## src/rtl/comp_load_driver_pkg.sv

```systemverilog
// comp_load_driver_pkg: FSM state encodings, nibble-index constants and result helper for comp_load_driver
package comp_load_driver_pkg;

    typedef enum logic [2:0] {
        S_IDLE,
        S_SETUP,
        S_STROBE,
        S_GAP,
        S_WAIT,
        S_CAPTURE
    } state_t;

    localparam logic [1:0] NIB_AL = 2'd0;
    localparam logic [1:0] NIB_AH = 2'd1;
    localparam logic [1:0] NIB_BL = 2'd2;
    localparam logic [1:0] NIB_BH = 2'd3;

    function automatic logic not_onehot3(input logic [2:0] v);
        return !(v == 3'b100 || v == 3'b010 || v == 3'b001);
    endfunction

endpackage

```

## src/rtl/comp_load_driver_if.sv

```systemverilog
// comp_load_driver_if: host request/result and comparator nibble/strobe bus of the operand-load driver
//   start,a,b        host request and operands
//   busy,done        run in progress / one-cycle completion pulse
//   pb1..pb4,q       load strobes and nibble bus toward the comparator
//   lo,eo,go         comparator result (A<B, A==B, A>B)
//   lt,eq,gt,err     captured result and not-one-hot flag
//   master = driver side, slave = host plus comparator side
interface comp_load_driver_if;
    logic       start;
    logic [7:0] a;
    logic [7:0] b;
    logic       busy;
    logic       done;
    logic       pb1;
    logic       pb2;
    logic       pb3;
    logic       pb4;
    logic [3:0] q;
    logic       lo;
    logic       eo;
    logic       go;
    logic       lt;
    logic       eq;
    logic       gt;
    logic       err;

    modport master (
        input  start, a, b, lo, eo, go,
        output busy, done, pb1, pb2, pb3, pb4, q, lt, eq, gt, err
    );

    modport slave (
        output start, a, b, lo, eo, go,
        input  busy, done, pb1, pb2, pb3, pb4, q, lt, eq, gt, err
    );
endinterface

```

## src/rtl/comp_load_driver.sv

```systemverilog
// comp_load_driver: replays two latched 8-bit operands to the comparator as four nibble/strobe loads, then captures its result
//   i_clk    rising-edge clock
//   i_rst_n  synchronous active-low reset
//   io_bus   comp_load_driver_if.master (request, strobes, nibble bus, result)
module comp_load_driver
    import comp_load_driver_pkg::*;
#(
    parameter int SETUP_CYC = 1,
    parameter int HOLD_CYC  = 2,
    parameter int RESP_WAIT = 2
) (
    input  logic                  i_clk,
    input  logic                  i_rst_n,
    comp_load_driver_if.master    io_bus
);
    localparam int MAX_SH = (SETUP_CYC > HOLD_CYC) ? SETUP_CYC : HOLD_CYC;
    localparam int MAXC   = (MAX_SH > RESP_WAIT) ? MAX_SH : RESP_WAIT;
    localparam int CW     = (MAXC > 1) ? $clog2(MAXC) : 1;
    localparam logic [CW-1:0] SETUP_LD = CW'(SETUP_CYC - 1);
    localparam logic [CW-1:0] HOLD_LD  = CW'(HOLD_CYC - 1);
    localparam logic [CW-1:0] WAIT_LD  = CW'(RESP_WAIT - 1);
    localparam logic [CW-1:0] ONE      = CW'(1);

    state_t        r_state;
    logic [1:0]    r_k;
    logic [CW-1:0] r_cnt;
    logic [7:0]    r_a;
    logic [7:0]    r_b;
    logic [3:0]    r_pb;
    logic [3:0]    r_q;
    logic          r_busy;
    logic          r_done;
    logic          r_lt;
    logic          r_eq;
    logic          r_gt;
    logic          r_err;
    logic [1:0]    w_k_nxt;
    logic [3:0]    w_nib;

    // q for the next nibble is loaded on the GAP->SETUP edge, so it is stable for the whole SETUP phase
    always_comb begin
        w_k_nxt = r_k + 2'd1;
        w_nib   = (w_k_nxt == NIB_AL) ? r_a[3:0] :
                  (w_k_nxt == NIB_AH) ? r_a[7:4] :
                  (w_k_nxt == NIB_BL) ? r_b[3:0] : r_b[7:4];
    end

    always_ff @(posedge i_clk) begin
        if (!i_rst_n) begin
            r_state <= S_IDLE;
            r_k     <= NIB_AL;
            r_cnt   <= '0;
            r_a     <= '0;
            r_b     <= '0;
            r_pb    <= '0;
            r_q     <= '0;
            r_busy  <= 1'b0;
            r_done  <= 1'b0;
            r_lt    <= 1'b0;
            r_eq    <= 1'b0;
            r_gt    <= 1'b0;
            r_err   <= 1'b0;
        end else begin
            r_done <= 1'b0;
            case (r_state)
                S_IDLE: if (io_bus.start) begin
                    r_a     <= io_bus.a;
                    r_b     <= io_bus.b;
                    r_k     <= NIB_AL;
                    r_q     <= io_bus.a[3:0];
                    r_cnt   <= SETUP_LD;
                    r_busy  <= 1'b1;
                    r_state <= S_SETUP;
                end
                S_SETUP: if (r_cnt == '0) begin
                    r_pb    <= 4'b0001 << r_k;
                    r_cnt   <= HOLD_LD;
                    r_state <= S_STROBE;
                end else begin
                    r_cnt <= r_cnt - ONE;
                end
                S_STROBE: if (r_cnt == '0) begin
                    r_pb    <= '0;
                    r_state <= S_GAP;
                end else begin
                    r_cnt <= r_cnt - ONE;
                end
                S_GAP: if (r_k == NIB_BH) begin
                    r_cnt   <= WAIT_LD;
                    r_state <= S_WAIT;
                end else begin
                    r_k     <= w_k_nxt;
                    r_q     <= w_nib;
                    r_cnt   <= SETUP_LD;
                    r_state <= S_SETUP;
                end
                // result is sampled on the edge into CAPTURE so it is valid alongside done
                S_WAIT: if (r_cnt == '0) begin
                    r_lt    <= io_bus.lo;
                    r_eq    <= io_bus.eo;
                    r_gt    <= io_bus.go;
                    r_err   <= not_onehot3({io_bus.lo, io_bus.eo, io_bus.go});
                    r_done  <= 1'b1;
                    r_state <= S_CAPTURE;
                end else begin
                    r_cnt <= r_cnt - ONE;
                end
                S_CAPTURE: begin
                    r_busy  <= 1'b0;
                    r_state <= S_IDLE;
                end
                default: r_state <= S_IDLE;
            endcase
        end
    end

    assign io_bus.busy = r_busy;
    assign io_bus.done = r_done;
    assign io_bus.pb1  = r_pb[0];
    assign io_bus.pb2  = r_pb[1];
    assign io_bus.pb3  = r_pb[2];
    assign io_bus.pb4  = r_pb[3];
    assign io_bus.q    = r_q;
    assign io_bus.lt   = r_lt;
    assign io_bus.eq   = r_eq;
    assign io_bus.gt   = r_gt;
    assign io_bus.err  = r_err;
endmodule
```

## src/flat_wrapper.sv

```systemverilog
// flat-port wrapper written by rule: the top's interface ports become plain ports
module comp_load_driver_flat import comp_load_driver_pkg::*;
#(
    parameter int SETUP_CYC = 1,
    parameter int HOLD_CYC  = 2,
    parameter int RESP_WAIT = 2
)
  (i_clk, i_rst_n, io_bus_start, io_bus_a, io_bus_b, io_bus_lo, io_bus_eo, io_bus_go, io_bus_busy, io_bus_done, io_bus_pb1, io_bus_pb2, io_bus_pb3, io_bus_pb4, io_bus_q, io_bus_lt, io_bus_eq, io_bus_gt, io_bus_err);
  comp_load_driver_if io_bus_i ();
  input  logic i_clk;
  input  logic i_rst_n;
  input wire logic [$bits(io_bus_i.start)-1:0] io_bus_start;
  input wire logic [$bits(io_bus_i.a)-1:0] io_bus_a;
  input wire logic [$bits(io_bus_i.b)-1:0] io_bus_b;
  input wire logic [$bits(io_bus_i.lo)-1:0] io_bus_lo;
  input wire logic [$bits(io_bus_i.eo)-1:0] io_bus_eo;
  input wire logic [$bits(io_bus_i.go)-1:0] io_bus_go;
  output wire logic [$bits(io_bus_i.busy)-1:0] io_bus_busy;
  output wire logic [$bits(io_bus_i.done)-1:0] io_bus_done;
  output wire logic [$bits(io_bus_i.pb1)-1:0] io_bus_pb1;
  output wire logic [$bits(io_bus_i.pb2)-1:0] io_bus_pb2;
  output wire logic [$bits(io_bus_i.pb3)-1:0] io_bus_pb3;
  output wire logic [$bits(io_bus_i.pb4)-1:0] io_bus_pb4;
  output wire logic [$bits(io_bus_i.q)-1:0] io_bus_q;
  output wire logic [$bits(io_bus_i.lt)-1:0] io_bus_lt;
  output wire logic [$bits(io_bus_i.eq)-1:0] io_bus_eq;
  output wire logic [$bits(io_bus_i.gt)-1:0] io_bus_gt;
  output wire logic [$bits(io_bus_i.err)-1:0] io_bus_err;
  assign io_bus_i.start = io_bus_start;
  assign io_bus_i.a = io_bus_a;
  assign io_bus_i.b = io_bus_b;
  assign io_bus_i.lo = io_bus_lo;
  assign io_bus_i.eo = io_bus_eo;
  assign io_bus_i.go = io_bus_go;
  assign io_bus_busy = io_bus_i.busy;
  assign io_bus_done = io_bus_i.done;
  assign io_bus_pb1 = io_bus_i.pb1;
  assign io_bus_pb2 = io_bus_i.pb2;
  assign io_bus_pb3 = io_bus_i.pb3;
  assign io_bus_pb4 = io_bus_i.pb4;
  assign io_bus_q = io_bus_i.q;
  assign io_bus_lt = io_bus_i.lt;
  assign io_bus_eq = io_bus_i.eq;
  assign io_bus_gt = io_bus_i.gt;
  assign io_bus_err = io_bus_i.err;
  comp_load_driver #(.SETUP_CYC(SETUP_CYC), .HOLD_CYC(HOLD_CYC), .RESP_WAIT(RESP_WAIT)) u_core (.i_clk(i_clk), .i_rst_n(i_rst_n), .io_bus(io_bus_i));
endmodule
```

## config.mk

```make
export PLATFORM = sky130hd
export DESIGN_NAME = comp_load_driver_flat
export DESIGN_NICKNAME = d
export VERILOG_FILES = /design/src/rtl/comp_load_driver_pkg.sv /design/src/rtl/comp_load_driver_if.sv /design/src/rtl/comp_load_driver.sv /design/src/flat_wrapper.sv
export SDC_FILE = /design/constraint.sdc
export NUM_CORES = 1
export LEC_CHECK = 0
export BUFFER_PORTS_ARGS = -buffer_cell sky130_fd_sc_hd__buf_2
export CAP_MARGIN = 20
export CORE_MARGIN = 3
export CORE_UTILIZATION = 54
export DETAILED_ROUTE_END_ITERATION = 10
export MAX_ROUTING_LAYER = met4
export PLACE_DENSITY = 0.87
export SLEW_MARGIN = 25
export SYNTH_ARGS = -nofsm -noshare
export SYNTH_HDL_FRONTEND = slang
export SYNTH_SLANG_ARGS = --single-unit
```

## constraint.sdc

```tcl
create_clock -name i_clk -period 1.6 [get_ports i_clk]
set_input_delay 0 -clock i_clk [delete_from_list [all_inputs] [get_ports i_clk]]
set_output_delay 0 -clock i_clk [all_outputs]
set_load 0.02 [all_outputs]
```

# Word level (Yosys, flattened, before mapping)

Index checks and enable logic that the tools add are counted.

Equal/unequal tests: 16
Reductions and logical operators: 18
Add/sub/neg operators: 2
Multiplexer cells: 26
Bitwise operators: 1
Shifts and indexed selects: 1

Operators with widths:

| operator                                             | count |
|---|---|
| 2-to-1 mux 4 bit                                     | 7 |
| case mux 4 bit (2 select lines)                      | 2 |
| 2-to-1 mux 3 bit                                     | 5 |
| case mux 3 bit (5 select lines)                      | 1 |
| != test 2 bit (second input constant)                | 5 |
| AND reduction 2 bit                                  | 5 |
| equality test 3 x 2 -> 1 bit (second input constant) | 3 |
| equality test 3 bit (second input constant)          | 3 |
| equality test 3 x 1 -> 1 bit (second input constant) | 2 |
| 2-to-1 mux 1 bit                                     | 6 |
| AND reduction 3 bit                                  | 2 |
| nonzero test 2 bit                                   | 3 |
| equality test 2 bit (second input constant)          | 2 |
| 2-to-1 mux 2 bit                                     | 2 |
| case mux 1 bit (4 select lines)                      | 1 |
| case mux 2 bit (2 select lines)                      | 1 |
| AND reduction 4 bit                                  | 1 |
| nonzero test 4 bit                                   | 1 |
| << shifter 1 x 2 -> 4 bit (first input constant)     | 1 |
| zero test 3 bit                                      | 1 |
| adder 2 x 1 -> 2 bit (second input constant)         | 1 |
| equality test 2 x 1 -> 1 bit (second input constant) | 1 |
| zero test 2 bit                                      | 1 |
| logical OR 1 bit                                     | 2 |
| 5 further kinds                                      | 5 |

Output and inout port bits: 14
Word-level logic and storage cells: 77
Flip-flop bits (word level): 36

# Longest topological paths before layout

Gate-level depths: netlist of run 1.

Depth after elaboration: 7
Mapped depth: 7
Mapped depth without buffers: 6

# Worst setup path after synthesis of run 1

OpenSTA, ideal clock, no wires.

Kind: reg2reg
Start: register u_core.r_k[0]
End: register u_core.r_q[0], in the netlist u_core.io_bus.q[0]
Stages on the path, launching flop included: 8
Slack: 0.148 ns
Arrival time: 1.327 ns
Library setup time: 0.124 ns
Period minus slack after synthesis: 1.452 ns
Cells stage by stage: dfxtp_1 > ha_1 > clkbuf_1 > nand3b_1 > a21oi_2 > buf_4 > o21ai_0 > a31oi_1

Cells in the longest elaborated chain, start to end: 7

RTL lines:

| item                            | line                   | RTL |
|---|---|---|
| start: declaration              | comp_load_driver.sv:25 | `logic [1:0] r_k;` |
| start signal: assignment        | comp_load_driver.sv:92 | `r_k <= w_k_nxt;` |
| adder 2 x 1 -> 2 bit            | comp_load_driver.sv:42 | `w_k_nxt = r_k + 2'd1;` |
| equality test 2 bit             | comp_load_driver.sv:45 | `(w_k_nxt == NIB_BL) ? r_b[3:0] : r_b[7:4];` |
| 2-to-1 mux 4 bit                | comp_load_driver.sv:45 |  |
| 2-to-1 mux 4 bit                | comp_load_driver.sv:44 | `(w_k_nxt == NIB_AH) ? r_a[7:4] :` |
| 2-to-1 mux 4 bit                | comp_load_driver.sv:43 | `w_nib = (w_k_nxt == NIB_AL) ? r_a[3:0] :` |
| 2-to-1 mux 4 bit                | comp_load_driver.sv:88 | `S_GAP: if (r_k == NIB_BH) begin` |
| case mux 4 bit (2 select lines) | comp_load_driver.sv:65 | `case (r_state)` |
| end signal: assignment          | comp_load_driver.sv:70 | `r_q <= io_bus.a[3:0];` |
| end signal: assignment          | comp_load_driver.sv:93 | `r_q <= w_nib;` |
| end: declaration                | comp_load_driver.sv:30 | `logic [3:0] r_q;` |

Several ways; a longest one is shown, not always the timed one. The select of a mux whose other input is x is not followed.
A chain may end at the register's enable or synchronous reset.

# Worst setup path in the final report of run 1

Start: register u_core.r_state[0]
End: register u_core.r_a[2]

Cells in the longest elaborated chain, start to end: 2

RTL lines:

| item                          | line                   | RTL |
|---|---|---|
| start: declaration            | comp_load_driver.sv:24 | `state_t r_state;` |
| start signal: assignment      | comp_load_driver.sv:50 | `r_state <= S_IDLE;` |
| start signal: assignment      | comp_load_driver.sv:73 | `r_state <= S_SETUP;` |
| start signal: assignment      | comp_load_driver.sv:78 | `r_state <= S_STROBE;` |
| zero test 3 bit               | comp_load_driver.sv:65 |  |
| AND reduction 2 bit (no line) | --                     |  |
| end signal: assignment        | comp_load_driver.sv:67 | `r_a <= io_bus.a;` |
| end: declaration              | comp_load_driver.sv:27 | `logic [7:0] r_a;` |

No other way between the ends.

==> metrics.txt, run 1 <==
htree depth=2; Worst Path Max Fanout=16; number of global-route vias before repair=1,611; Post-Syn Area=roughly 1800 um^2; worst skew pair latency=around 350 ps; Syn Nets=roughly 230; starting density of the core=57.3%; core area=just over 3000 um^2; RSZ-0062 raised after global routing=false; Crit path required time=1840 ps; Die Wd=roughly 63 um; initial DRC count=69; post-route ant nets=0; die area=3990 um^2; deepest clock path buffer count=2; Max-cap violations=0; nets=290; Slew @ Worst Pin=about 510 ps; share of cells above drive strength 1=a little under a quarter; Critical Path Start Type=register; final hold vios=0; CP endpoint kind=register; Final Cell Area=2290 um^2; TritonRoute pass-1 iters=5; Netlist cell types=39; delay-heaviest family, CP=simple AND/OR/NAND/NOR gates; initial antenna violation count=0; Synth Instances=around 210; worst setup path class=reg2reg; total wire length=3.92 mm; number of inserted diodes=0; Synth Register Bits=36; Die Ht=between 60 and 70 um; sequential share of the synthesized area=roughly two fifths; via count=1,603; Clock Sinks=36; crit path DAT=~1700 ps; worst hold-check path type=in2reg; final period utilization=a little over nine tenths; drt via density=around 5.2; post-DP HPWL=~2.5 mm; Routability Congestion=0.812; CP Cell Sequence=or3b_4 > or2_2 > nand2_1 > a21boi_0; run status=finished clean; GRT Util Overall=22.3%; fmax=0.665 GHz; Buffers on Ports=35; Crit path largest cell delay=430 ps; Fillers=between 200 and 250; # IOs=36; crit path launch=u_core.r_state[0]$_SDFFE_PN0P_; Synthesis Warnings=0; Final TNS setup=0 ps; final setup fails=0; Mapped Avg Cell Area=8.61 um^2; Critical-path top delay cell=or3b_4; gr ovfl total=0; slew margin rel.=about two thirds; global-route wire length before repair=6.89 mm; Peak supply drop=0.705 mV; pin count of the biggest net entering global routing=37; Layout area overhead=29.8%; Critical path buffers and inverters=0; Avg WL per Cell=approximately 13 um; Clock Skew=roughly 2.3 ps; PD cells=1460 nW/um^2; Rows=20; CTS clk-pin slew, worst paths=between 100 and 150 ps; # DRC=0; clk root buf=clkbuf_4; crit path time final=~1500 ps; Area after DPL=approximately 2000 um^2; leakage power=0.948 nW; CTS tree=done; worst flop-to-flop path startpoint=u_core.r_state[0]$_SDFFE_PN0P_; max-slew violations=0; start point of the worst hold path=io_bus_start; CTS buffer count=5
[routing by layer]
layer	routed length (um)	part of all wire, %	GRT usage (%)	vias to the layer above
met3	216	5.5	4.81	11
met5	0	0	-	-
met2	1940	50	37.8	44
met1	1670	43	24.0	738
li1	-	-	-	810
met4	87	2.2	12.4	0
[cells in the final DEF (no fill, tap or decap), types with 2 or more instances in the layout]
cell type	n
nor2_1	4
a21boi_1	11
inv_1	6
dfxtp_1	35
a31oi_1	3
o21ai_0	14
xor2_1	2
nor2b_1	9
o211ai_1	3
a22oi_1	5
buf_4	10
clkbuf_4	5
a21oi_1	4
dlygate4sd3_1	19
clkbuf_8	2
and2_1	2
mux2i_1	8
nand2b_1	4
nand2_1	46
buf_2	35
ha_1	5
o211a_1	2
a2bb2oi_1	2
a21boi_0	8
[sequential cells by signal, summed over array words and instances (netlist names)]
signal and count:
u_core.r_k 2, u_core.io_bus.q 4, u_core.io_bus.gt 1, u_core.r_pb 4, u_core.io_bus.eq 1, u_core.io_bus.lt 1, u_core.r_a 8, u_core.r_state 3
u_core.io_bus.busy 1, u_core.io_bus.err 1, u_core.r_b 8, u_core.r_cnt 1, u_core.io_bus.done 1
[cells by family (layout without fill, tap and decap cells)]
kind of cell               Yosys count  after routing  share of synthesized area [%]
buffers and inverters               20             78                           5.53
xor gates and xnor gates             2              2                          0.993
muxes                                8              8                           4.54
adders and majority gates            6              6                           4.26
DFF                                 36             36                           40.9
and+or+nand+nor                     76             76                           21.9
AOI/OAI and AO/OA                   57             57                           21.9
[final timing paths]
| check | slack [ps] | cells past startpoint | endpoint |
|---|---|---|---|
| min | 80 | 4 | u_core.r_cnt$_SDFFE_PN0P_ |
| max reg2reg | 100 | 4 | u_core.r_a[2]$_SDFFE_PN0P_ |
| min reg2reg | 460 | 2 | u_core.r_b[2]$_SDFFE_PN0P_ |
| max | 100 | 4 | u_core.r_a[2]$_SDFFE_PN0P_ |
[synth_stat cells]
master | number | area, um^2
nand2_1 | 46 | 173
dfxtp_1 | 36 | 721
o21ai_0 | 14 | 70.1
a21boi_1 | 11 | 82.6
nor2b_1 | 9 | 56.3
a21boi_0 | 8 | 60.1
clkbuf_1 | 8 | 30.0
mux2i_1 | 8 | 80.1
ha_1 | 6 | 75.1
inv_1 | 6 | 22.5
a22oi_1 | 5 | 37.5
a21oi_1 | 4 | 20.0
nand2b_1 | 4 | 25.0
nor2_1 | 4 | 15.0
a31oi_1 | 3 | 18.8
buf_2 | 3 | 15.0
o211ai_1 | 3 | 22.5
a2bb2oi_1 | 2 | 17.5
and2_1 | 2 | 12.5
buf_6 | 2 | 22.5
o211a_1 | 2 | 20.0
xor2_1 | 2 | 17.5
a21oi_2 | 1 | 8.76
a221oi_1 | 1 | 8.76
and3b_1 | 1 | 8.76
buf_4 | 1 | 7.51
nand3_1 | 1 | 5.00
nand3b_1 | 1 | 7.51
nor2_4 | 1 | 11.3
nor3_1 | 1 | 5.00
nor3b_1 | 1 | 7.51
nor3b_2 | 1 | 12.5
nor4_1 | 1 | 6.26
nor4b_4 | 1 | 23.8
o21a_1 | 1 | 7.51
o21ai_1 | 1 | 5.00
o21bai_1 | 1 | 7.51
or2_1 | 1 | 6.26
or3b_4 | 1 | 11.3
[through the flow]
stage	setup slack [ps]	hold slack (ps)	cells	total power, mW	utilization (%)
finish	96.0	79.5	307	3.35	74.4
CTS	70.4	70.5	307	3.34	74.1
global placement	140	240	280	2.54	64.8
detailed placement	87.6	247	280	2.59	64.8
floorplan	148	135	205	2.26	-
global route	19.6	111	307	3.60	74.4
[layout make-up]
cell class	instances	area (um^2)	share of cell area (%)
clock buffer	7	65.1	2.84
clock inverter	1	30.0	1.31
inverter	6	22.5	0.984
multi-input combinational	149	955	41.7
sequential	36	722	31.5
tap	44	55.1	2.40
timing repair buffer	64	440	19.2
[repair_timing]
item,4_1_cts,5_1_grt
setup buffers,0,0
hold buffers,19,0
endpoints found under the hold margin,22,0
endpoints found under the setup margin,0,11
resized for setup,0,4
[tightest hold or removal path, stage by stage]
cell,delay [ps]
buf_2,120
nor4_1,50
o21ai_0,140
a21boi_0,70
[report_power, final]
group / internal (mW) / total [mW] / switching [mW]
Sequential: 1.11 / 1.24 / 0.136
Clock: 0.415 / 0.720 / 0.305
Combinational: 0.588 / 1.38 / 0.794
No activity file was read; power rests on OpenSTA's default activity.
==> inputs of run 2 (changes only) <==
--- a/config.mk
+++ b/config.mk
@@ -7,11 +7,13 @@
 export LEC_CHECK = 0
 export BUFFER_PORTS_ARGS = -buffer_cell sky130_fd_sc_hd__buf_2
 export CAP_MARGIN = 20
+export CELL_PAD_IN_SITES_DETAIL_PLACEMENT = 1
+export CELL_PAD_IN_SITES_GLOBAL_PLACEMENT = 1
 export CORE_MARGIN = 3
-export CORE_UTILIZATION = 54
+export CORE_UTILIZATION = 40
 export DETAILED_ROUTE_END_ITERATION = 10
 export MAX_ROUTING_LAYER = met4
-export PLACE_DENSITY = 0.87
+export PLACE_DENSITY = 0.86
 export SLEW_MARGIN = 25
 export SYNTH_ARGS = -nofsm -noshare
 export SYNTH_HDL_FRONTEND = slang
==> run 2 against run 1 <==
Die area rose by 31%. Global-route usage fell by 2.5 points. Critical endpoint is now u_core.io_bus.q[3]$_SDFFE_PN0P_. Fmax fell by 1.6%. Sequential share of layout area rose by 0.87 points. Total power fell by 3.1%. Sequential cell count did not move. Via count fell by 2.4%.
==> metrics.txt, run 2 (same netlist as run 1, synthesis figures left out) <==
deepest clock path buffer count=2 (unchanged); Clock Skew=3.79 ps (was 2.35 ps); post-route ant nets=0 (unchanged); most frequent cells in the layout=nand2_1 (46), buf_2 (35), dfxtp_1 (35) (unchanged); Fillers=509 (was 247); CP Cell Sequence=and3b_1 > buf_4 > o21ai_0 > a31oi_1 (was or3b_4 > or2_2 > nand2_1 > a21boi_0); fmax=0.654 GHz (was 0.665 GHz); CP endpoint kind=register (unchanged); Area after DPL=1990 um^2 (unchanged); leakage power=0.912 nW (was 0.948 nW); worst setup path class=reg2reg (unchanged); Top Metal Used=met4 (unchanged); die area=5240 um^2 (was 3990 um^2); slew margin rel.=63.5% (was 65.8%); Buffers on Ports=35 (unchanged); R2R Setup Slk=70 ps (was 100 ps); Final Cell Area=2230 um^2 (was 2290 um^2); starting density of the core=42.9% (was 57.3%); final period utilization=95.5% (was 94.0%); metal3 WL=180 um (was 216 um); run status=finished clean (unchanged); via count=1,564 (was 1,603); Die Wd=72.4 um (was 63.2 um); total wire length=4.57 mm (was 3.92 mm); number of inserted diodes=0 (unchanged); worst hold-check path type=in2reg (unchanged); worst skew pair latency=280 ps (was 350 ps); number of global-route vias before repair=1,655 (was 1,611); GRT Util Overall=19.8% (was 22.3%); Critical path buffers and inverters=1 (was 0); max-slew violations=0 (unchanged); htree depth=2 (unchanged); Hold WS=16.8 ps (was 79.5 ps); delay-heaviest family, CP=flip-flops (was simple AND/OR/NAND/NOR gates); Setup WS pre-CTS=54.7 ps (was 87.6 ps); Avg WL per Cell=14.9 um (was 12.8 um); Layout area overhead=26.3% (was 29.8%); final setup margin=71.3 ps (was 96.0 ps); PD cells=1460 nW/um^2 (about the same); clk root buf=clkbuf_8 (was clkbuf_4); Max-cap violations=0 (unchanged); Die Ht=72.4 um (was 63.2 um); Rows=23 (was 20); Critical Path Start Type=register (unchanged); TritonRoute pass-1 iters=4 (was 5); CTS tree=done (unchanged); gr ovfl total=0 (unchanged); M1 WL=1.96 mm (was 1.67 mm); Regs by FF count=u_core.r_a: 8 flops, u_core.r_b: 8 flops (unchanged); final setup fails=0 (unchanged); crit path DAT=1690 ps (was 1740 ps); routed wl met2=2.34 mm (was 1.94 mm); Peak supply drop=0.538 mV (was 0.705 mV); # IOs=36 (unchanged); Routability Congestion=0.767 (was 0.812); initial antenna violation count=0 (unchanged); nets=284 (was 290); initial DRC count=77 (was 69); Critical-path top delay cell=dfxtp_1 (was or3b_4); crit path time final=1530 ps (was 1500 ps); post-DP HPWL=3.04 mm (was 2.54 mm); Crit path required time=1760 ps (was 1840 ps); CTS clk-pin slew, worst paths=70 ps (was 110 ps); # DRC=0 (unchanged); Crit path largest cell delay=590 ps (was 430 ps); Final TNS setup=0 ps (unchanged); global-route wire length before repair=7.72 mm (was 6.89 mm); final hold vios=0 (unchanged); core area=4120 um^2 (was 3080 um^2); commonest non-fill, non-tap cell in the layout=nand2_1 (unchanged); drt via density=5.11 (was 5.22); share of cells above drive strength 1=23.0% (was 23.2%); CTS buffer count=5 (unchanged); RSZ-0062 raised after global routing=false (unchanged); Clock Sinks=36 (unchanged); Slew @ Worst Pin=548 ps (was 513 ps); Worst Path Max Fanout=14 (was 16); pin count of the biggest net entering global routing=37 (unchanged)
run 2: worst paths after layout:
path / end / startpoint / cells past startpoint
worst max-delay path: u_core.io_bus.q[3]$_SDFFE_PN0P_ / u_core.r_state[2]$_SDFFE_PN0P_ / 4
worst min-delay path: u_core.io_bus.lt$_SDFFE_PN0P_ / io_bus_lo / 3
worst max register to register: u_core.io_bus.q[3]$_SDFFE_PN0P_ / u_core.r_state[2]$_SDFFE_PN0P_ / 4
worst min register to register: u_core.r_b[6]$_SDFFE_PN0P_ / u_core.r_b[6]$_SDFFE_PN0P_ / 2
run 2: layer usage:
metal | track usage (%) | vias to the layer above
li1 | - | 792
met1 | 22.5 | 731
met2 | 33.5 | 32
met3 | 4.57 | 9
met4 | 7.99 | 0
met5 | - | -
run 2: cell type report:
class	count	area (um^2)	share of cell area (%)
clock buffer	6	72.6	3.26
clock inverter	1	5.00	0.225
inverter	6	22.5	1.01
multi-input combinational	149	961	43.1
sequential	36	722	32.4
tap	50	62.6	2.81
timing repair buffer	58	383	17.2
run 2: timing repair:
| item | 4_1_cts | 5_1_grt |
|---|---|---|
| resized for setup | 0 | 5 |
| hold endpoints to repair | 14 | 0 |
| hold buffers | 14 | 0 |
| buffers inserted | 0 | 0 |
| endpoints found under the setup margin | 0 | 16 |
run 2: worst reg2reg max path: cells and delay by family, from the launching register on:
kind / cells / cell delay, ps
compound gates: 2 / 360
flops: 1 / 590
simple gates: 1 / 290
buf+inv: 1 / 170
run 2: per-stage QoR:
step / cells / power [mW] / utilization [%]
2_1_floorplan: 205 / 2.26 / -
3_3_place_gp: 285 / 2.55 / 48.5
3_5_place_dp: 285 / 2.62 / 48.5
4_1_cts: 306 / 3.27 / 53.8
5_1_grt: 306 / 3.51 / 54.2
6_report: 306 / 3.24 / 54.2
run 2: report_power, final:
group	leakage (nW)	switching, mW	internal [mW]
registers	0.295	0.157	1.11
logic	0.576	0.804	0.568
clock network	0.0410	0.307	0.296
